## config.mk

```make
export PLATFORM = sky130hd
export DESIGN_NAME = exec_unit
export DESIGN_NICKNAME = d
export VERILOG_FILES = /design/src/rtl/exec_pkg.sv /design/src/rtl/exec_mul.sv /design/src/rtl/exec_unit.sv
export SDC_FILE = /design/constraint.sdc
export NUM_CORES = 1
export LEC_CHECK = 0
export CAP_MARGIN = 30
export CORE_MARGIN = 2
export CORE_UTILIZATION = 54
export CTS_BUF_LIST = sky130_fd_sc_hd__clkbuf_4
export CTS_CLUSTER_SIZE = 28
export DETAILED_ROUTE_END_ITERATION = 16
export PLACE_DENSITY = 0.83
export SLEW_MARGIN = 20
export SYNTH_ARGS = -nofsm -noshare
export SYNTH_HDL_FRONTEND = slang
export SYNTH_SLANG_ARGS = --single-unit
```

## constraint.sdc

```tcl
create_clock -name clk -period 4.6 [get_ports clk]
set_input_delay 1.38 -clock clk [delete_from_list [all_inputs] [get_ports clk]]
set_output_delay 1.38 -clock clk [all_outputs]
set_load 0.01 [all_outputs]
```

## src/rtl/exec_pkg.sv

```systemverilog
// Shared constants for the exec_unit execute stage: widths, opcodes and FSM encoding.
// The optional multiplier is selected with the EXEC_MUL_EN macro.
package exec_pkg;

  localparam int unsigned WORD_SIZE = 32;
  localparam int unsigned ADDR_W    = 2;
  localparam int unsigned OP_W      = 3;
  localparam int unsigned ST_W      = 2;

  localparam logic [OP_W-1:0] OP_ADD = 3'b000;
  localparam logic [OP_W-1:0] OP_SUB = 3'b001;
  localparam logic [OP_W-1:0] OP_AND = 3'b010;
  localparam logic [OP_W-1:0] OP_OR  = 3'b011;
  localparam logic [OP_W-1:0] OP_XOR = 3'b100;
  localparam logic [OP_W-1:0] OP_SLT = 3'b101;
  localparam logic [OP_W-1:0] OP_MUL = 3'b110;
  localparam logic [OP_W-1:0] OP_NOP = 3'b111;

  localparam logic [ST_W-1:0] ST_IDLE = 2'd0;
  localparam logic [ST_W-1:0] ST_READ = 2'd1;
  localparam logic [ST_W-1:0] ST_MUL  = 2'd2;
  localparam logic [ST_W-1:0] ST_WB   = 2'd3;

  // Ops whose single-cycle ALU result is written back from READ.
  function automatic logic op_is_alu(input logic [OP_W-1:0] op);
    return (op != OP_NOP) && (op != OP_MUL);
  endfunction

endpackage

```

## src/rtl/exec_mul.sv

```systemverilog
// Iterative shift-add multiplier: one partial product per cycle, WORD_SIZE cycles per product.
// done/product are valid during the final iteration so the caller can register the result on that edge.
module exec_mul
  import exec_pkg::*;
#(
  parameter int unsigned W = WORD_SIZE
) (
  input  logic         clk,
  input  logic         rst,
  input  logic         start,
  input  logic [W-1:0] a,
  input  logic [W-1:0] b,
  output logic         busy,
  output logic         done,
  output logic [W-1:0] product
);

  localparam int unsigned CNT_W = $clog2(W);

  logic [W-1:0]     a_q;
  logic [W-1:0]     b_q;
  logic [W-1:0]     acc_q;
  logic [W-1:0]     acc_nxt;
  logic [CNT_W-1:0] cnt_q;

  always_comb begin
    acc_nxt = acc_q + (b_q[0] ? a_q : '0);
  end

  assign done    = busy && (cnt_q == CNT_W'(W - 1));
  assign product = acc_nxt;

  always_ff @(posedge clk) begin
    if (!rst) begin
      a_q   <= '0;
      b_q   <= '0;
      acc_q <= '0;
      cnt_q <= '0;
      busy  <= 1'b0;
    end else if (start) begin
      a_q   <= a;
      b_q   <= b;
      acc_q <= '0;
      cnt_q <= '0;
      busy  <= 1'b1;
    end else if (busy) begin
      acc_q <= acc_nxt;
      a_q   <= a_q << 1;
      b_q   <= b_q >> 1;
      cnt_q <= cnt_q + CNT_W'(1);
      if (done) busy <= 1'b0;
    end
  end

endmodule

```

## src/rtl/exec_unit.sv

```systemverilog
// Multicycle execute stage in front of the 4-entry register file: read, compute, write back.
// Define EXEC_MUL_EN to build the shift-add multiplier; otherwise opcode MUL retires as a NOP.
module exec_unit
  import exec_pkg::*;
(
  input  logic                 clk,
  input  logic                 rst,
  input  logic                 in_valid,
  output logic                 in_ready,
  input  logic [OP_W-1:0]      in_op,
  input  logic [ADDR_W-1:0]    in_rs1,
  input  logic [ADDR_W-1:0]    in_rs2,
  input  logic [ADDR_W-1:0]    in_rd,
  output logic [ADDR_W-1:0]    rf_addr1,
  output logic [ADDR_W-1:0]    rf_addr2,
  input  logic [WORD_SIZE-1:0] rf_data1,
  input  logic [WORD_SIZE-1:0] rf_data2,
  output logic [ADDR_W-1:0]    rf_addr3,
  output logic [WORD_SIZE-1:0] rf_data3,
  output logic                 rf_wr,
  output logic                 done,
  output logic                 busy
);

  logic [ST_W-1:0]      state;
  logic [ST_W-1:0]      state_nxt;
  logic [OP_W-1:0]      op_q;
  logic [OP_W-1:0]      op_nxt;
  logic [ADDR_W-1:0]    rd_q;
  logic [ADDR_W-1:0]    rd_nxt;
  logic [ADDR_W-1:0]    addr1_nxt;
  logic [ADDR_W-1:0]    addr2_nxt;
  logic [ADDR_W-1:0]    addr3_nxt;
  logic [WORD_SIZE-1:0] data3_nxt;
  logic [WORD_SIZE-1:0] alu_res;
  logic                 wr_nxt;
  logic                 done_nxt;

  // Single-cycle ALU, fed straight from the register file read ports during READ
  always_comb begin
    alu_res = '0;
    case (op_q)
      OP_ADD:  alu_res = rf_data1 + rf_data2;
      OP_SUB:  alu_res = rf_data1 - rf_data2;
      OP_AND:  alu_res = rf_data1 & rf_data2;
      OP_OR:   alu_res = rf_data1 | rf_data2;
      OP_XOR:  alu_res = rf_data1 ^ rf_data2;
      OP_SLT:  alu_res = {{(WORD_SIZE-1){1'b0}}, ($signed(rf_data1) < $signed(rf_data2))};
      default: alu_res = '0;
    endcase
  end

`ifdef EXEC_MUL_EN
  logic                 mul_start;
  logic                 mul_busy;
  logic                 mul_done;
  logic [WORD_SIZE-1:0] mul_product;

  exec_mul #(.W(WORD_SIZE)) u_mul (
    .clk     (clk),
    .rst     (rst),
    .start   (mul_start),
    .a       (rf_data1),
    .b       (rf_data2),
    .busy    (mul_busy),
    .done    (mul_done),
    .product (mul_product)
  );
`endif

  // Next-state and next-output logic
  always_comb begin
    state_nxt = state;
    op_nxt    = op_q;
    rd_nxt    = rd_q;
    addr1_nxt = rf_addr1;
    addr2_nxt = rf_addr2;
    addr3_nxt = rf_addr3;
    data3_nxt = rf_data3;
    wr_nxt    = 1'b0;
    done_nxt  = 1'b0;
`ifdef EXEC_MUL_EN
    mul_start = 1'b0;
`endif
    case (state)
      ST_IDLE: begin
        if (in_valid && in_ready) begin
          op_nxt    = in_op;
          rd_nxt    = in_rd;
          addr1_nxt = in_rs1;
          addr2_nxt = in_rs2;
          state_nxt = ST_READ;
        end
      end
      ST_READ: begin
`ifdef EXEC_MUL_EN
        if (op_q == OP_MUL) begin
          mul_start = 1'b1;
          state_nxt = ST_MUL;
        end else
`endif
        begin
          state_nxt = ST_WB;
          done_nxt  = 1'b1;
          if (op_is_alu(op_q)) begin
            wr_nxt    = 1'b1;
            addr3_nxt = rd_q;
            data3_nxt = alu_res;
          end
        end
      end
`ifdef EXEC_MUL_EN
      ST_MUL: begin
        if (mul_done) begin
          state_nxt = ST_WB;
          done_nxt  = 1'b1;
          wr_nxt    = 1'b1;
          addr3_nxt = rd_q;
          data3_nxt = mul_product;
        end else if (!mul_busy) begin
          // Multiplier lost its operation without finishing; drop the instruction
          state_nxt = ST_IDLE;
        end
      end
`endif
      ST_WB: begin
        state_nxt = ST_IDLE;
      end
      default: begin
        state_nxt = ST_IDLE;
      end
    endcase
  end

  always_ff @(posedge clk) begin
    if (!rst) begin
      state    <= ST_IDLE;
      op_q     <= '0;
      rd_q     <= '0;
      rf_addr1 <= '0;
      rf_addr2 <= '0;
      rf_addr3 <= '0;
      rf_data3 <= '0;
      rf_wr    <= 1'b0;
      done     <= 1'b0;
      in_ready <= 1'b0;
      busy     <= 1'b0;
    end else begin
      state    <= state_nxt;
      op_q     <= op_nxt;
      rd_q     <= rd_nxt;
      rf_addr1 <= addr1_nxt;
      rf_addr2 <= addr2_nxt;
      rf_addr3 <= addr3_nxt;
      rf_data3 <= data3_nxt;
      rf_wr    <= wr_nxt;
      done     <= done_nxt;
      in_ready <= (state_nxt == ST_IDLE);
      busy     <= (state_nxt != ST_IDLE);
    end
  end

endmodule

```

==> metrics.md <==
| Metric | Value |
|---|---|
| Pin count of the biggest net entering global routing | 58 |
| Top FF cell, synth | dfxtp_1 |
| Synth Net Count | 1143 |
| Clock skew | 0.0372 ns |
| CP Launch Point | rf_data2[4] |
| Slew headroom | 0.324 |
| Post-synthesis async set-or-reset flop share | 0 |
| Launching point of the worst reg2reg path | op_q[2] |
| Port buffer count | 117 |
| DP Worst Slack | -0.103 ns |
| Remaining DRCs | 0 |
| Pwr Density | 207 mW/mm² |
| Post-Synth XOR/XNOR Area | 0.0295 |
| Die width | 117 µm |
| Fillcell total | 1154 |
| Achievable Freq | 235 MHz |
| Vert. Die Dim | 117 µm |
| GP Congestion | 0.951 |
| Clock edge transition at the registers on the reported setup and hold paths | 0.16 ns |
| # hold bufs at CTS | 0 |
| # rows | 41 |
| CTS Buffer Depth | 2 |
| RSZ-0062 raised after global routing | no |
| Setup crit start kind | primary input |
| # H-tree levels | 2 |
| Boundary pin count | 118 |
| Worst-path fanout max | 3 |
| Sequential fraction of the synthesis area | 0.141 |
| Mapped Cells | 964 |
| Post-synthesis adder-cell area fraction | 0.191 |
| Setup Fix Bufs, Post-CTS | 0 |
| Compound-cell area share of the yosys netlist | 0.368 |
| Worst EP arrival | 4.58 ns |
| Post-synth EDFFs | 0 |
| Post-CTS Resized | 0 |
| Syn avg cell area | 7.09 µm² |
| Total GRT Usage | 0.338 |
| First-pass GRT wire length | 36300 µm |
| Min Tclk post-route | 4.25 ns |
| Wire per inst | 18.3 µm |
| Clock sink count | 48 |
| Main combinational cell family by area after synthesis | compound AO/OA/AOI/OAI gates |
| Crit path to | rf_data3[20] |
| First DRT Iteration DRCs | 702 |
| Core Area | 0.0125 mm² |
| Synth Area in Simple Gates | 0.171 |
| Final ANT Viol Nets | 0 |
| Final Hold Viols | 0 |
| Period utilisation layout | 0.925 |
| Hold Crit Class | reg -> reg |
| Setup ws final | 0.347 ns |
| Initial antenna violation count | 0 |
| CTS tree | yes |
| Hold_ws | 0.474 ns |
| Crit Path Category | in -> reg |
| Required time of the critical path | 4.92 ns |
| Nets | 1263 |
| Antenna Cells | 0 |
| Run status | finished, final reports clean |
| Flop-to-flop setup slack | 1.52 ns |
| Count of pins over their slew limit | 0 |
| Crit. End Element | register |
| Root buf cell | clkbuf_4 |
| Final wirelength | 23000 µm |
| R2r worst-path depth | 7 |
| Initial Util | 0.546 |
| Unique masters post-synth | 77 |
| Vias in the first global route | 7254 |
| Mux share of post-synthesis cell area | 0.0104 |
| Area post-placement | 0.00844 mm² |
| Worst skew pair latency | 0.45 ns |
| Mapped cell area | 0.00684 mm² |
| Least-Margin Pin Slew | 1.01 ns |
| Fin Setup TNS | 0 ns |
| TritonCTS buffer count | 5 |
| Final setup vio count | 0 |
| P&R area growth vs syn | 24.7% |
| Via/cell ratio | 6.23 |
| Synth warn | 0 |
| DP Wirelength | 17300 µm |
| #FFs+latches synth | 48 |
| Die area | 0.0136 mm² |
| 1st-pass router iterations | 5 |
| RR Endpoint | rf_data3[28] |
| Layout cells sized above 1 | 0.0857 |
| Final instance area | 0.00853 mm² |
| DR vias | 7834 |
| Max cap viols | 0 |
| Post-Route Utilization | 0.681 |
| VDD IR max | 0.123 mV |
| Pleak | 3.75 nW |
| Congestion Overflow GR | 0 |
[cell families (layout without fill, tap and decap cells)]
| family | after synthesis | after routing |
|---|---|---|
| multiplexers | 7 | 7 |
| buffers and inverters | 163 | 284 |
| adder cells (fa/ha/maj) | 103 | 103 |
| flip-flops | 48 | 48 |
| AND/OR/NAND/NOR | 254 | 254 |
| AO/OA/AOI/OAI | 366 | 366 |
| XOR/XNOR | 23 | 23 |
[stage by stage]
step / std cells / total power, mW
floorplan: 964 / 1.08
global placement: 1247 / 1.45
detailed placement: 1248 / 1.45
CTS: 1256 / 1.75
global route: 1257 / 1.87
finish: 1257 / 1.77
[Yosys cell counts, types with 12 or more instances]
cell type | count | area [µm²]
ha_1 | 101 | 1260
inv_1 | 95 | 357
nor3_1 | 31 | 155
a21oi_1 | 92 | 460
nand3_1 | 16 | 80.1
clkbuf_1 | 51 | 191
o21ai_0 | 64 | 320
a21o_1 | 12 | 90.1
o21bai_1 | 15 | 113
nand2_1 | 79 | 297
dfxtp_1 | 48 | 961
a21boi_0 | 13 | 97.6
xnor2_1 | 22 | 193
o221ai_1 | 12 | 105
a211oi_1 | 15 | 113
a31oi_1 | 21 | 131
nor2_1 | 72 | 270
[where the power goes]
group          internal, mW  switching [mW]  total (mW)
Combinational         0.435           0.562       0.997
Sequential            0.453          0.0221       0.475
Clock                 0.116           0.177       0.294
Total                  1.00           0.762        1.77
[critical path, stage by stage]
cell and delay, ns:
clkdlybuf4s50_1 0.50, inv_1 0.07, ha_1 0.35, nor2_2 0.09
a2111oi_4 0.43, o31ai_2 0.13, a221o_1 0.36, a221oi_2 0.40
o221ai_2 0.20, a2111oi_2 0.38, mux2i_1 0.12, o2111a_1 0.16
[cell type report]
| class | count | area, µm² | share of cell area |
|---|---|---|---|
| flip-flops and latches | 48 | 962 | 0.113 |
| clock inverters | 3 | 47.5 | 0.00557 |
| inverters | 99 | 372 | 0.0436 |
| repair buffers | 177 | 1630 | 0.191 |
| multi-input cells | 753 | 5270 | 0.618 |
| clock buffers | 5 | 37.5 | 0.00440 |
| well taps | 172 | 215 | 0.0252 |
[how the worst min path moves through the flow]
| stage | startpoint | to | slack, ns | depth (start not counted) |
|---|---|---|---|---|
| after CTS | rf_addr2[0] | rf_addr2[0] | 0.48 | 2 |
| after detailed placement | rf_addr2[0] | rf_addr2[0] | 0.46 | 2 |
| after floorplan | rd_q[0] | rf_addr3[0] | 0.44 | 2 |
| after global placement | rf_addr2[1] | rf_addr2[1] | 0.45 | 2 |
| final | rf_addr2[0] | rf_addr2[0] | 0.47 | 2 |
| after global routing | rf_addr1[1] | rf_addr1[1] | 0.50 | 2 |
[metal layers]
layer  up-vias  global-route usage  part of all wire
met5         -                   0                 0
met3        59              0.0695              0.11
met1      3604               0.445              0.41
li1       3731                   -                 -
met2       440               0.547              0.45
met4         0               0.126             0.029
[cells in the final DEF, fill, tap and decap left out, types with 10 or more instances in the layout]
cell             count
nor2_1              72
o31ai_1             11
a21o_1              12
buf_4               59
clkdlybuf4s50_1    117
dfxtp_1             47
nand2_1             79
ha_1               101
a21boi_0            13
o21ai_0             64
nand2b_1            11
nor3_1              31
o221ai_1            12
a211oi_1            15
nand3_1             16
nor2b_1             10
xnor2_1             22
o21bai_1            15
a31oi_1             21
o211ai_1            11
a22oi_1             11
a21oi_1             91
inv_1               95
[registers in the layout (all words and copies together), names as in the netlist]
register  cells
rf_addr2      2
rf_addr3      2
state         1
rf_data3     32
rf_wr         1
op_q          3
busy          1
rf_addr1      2
in_ready      1
done          1
rd_q          2
(Power assumes the default switching activity.)
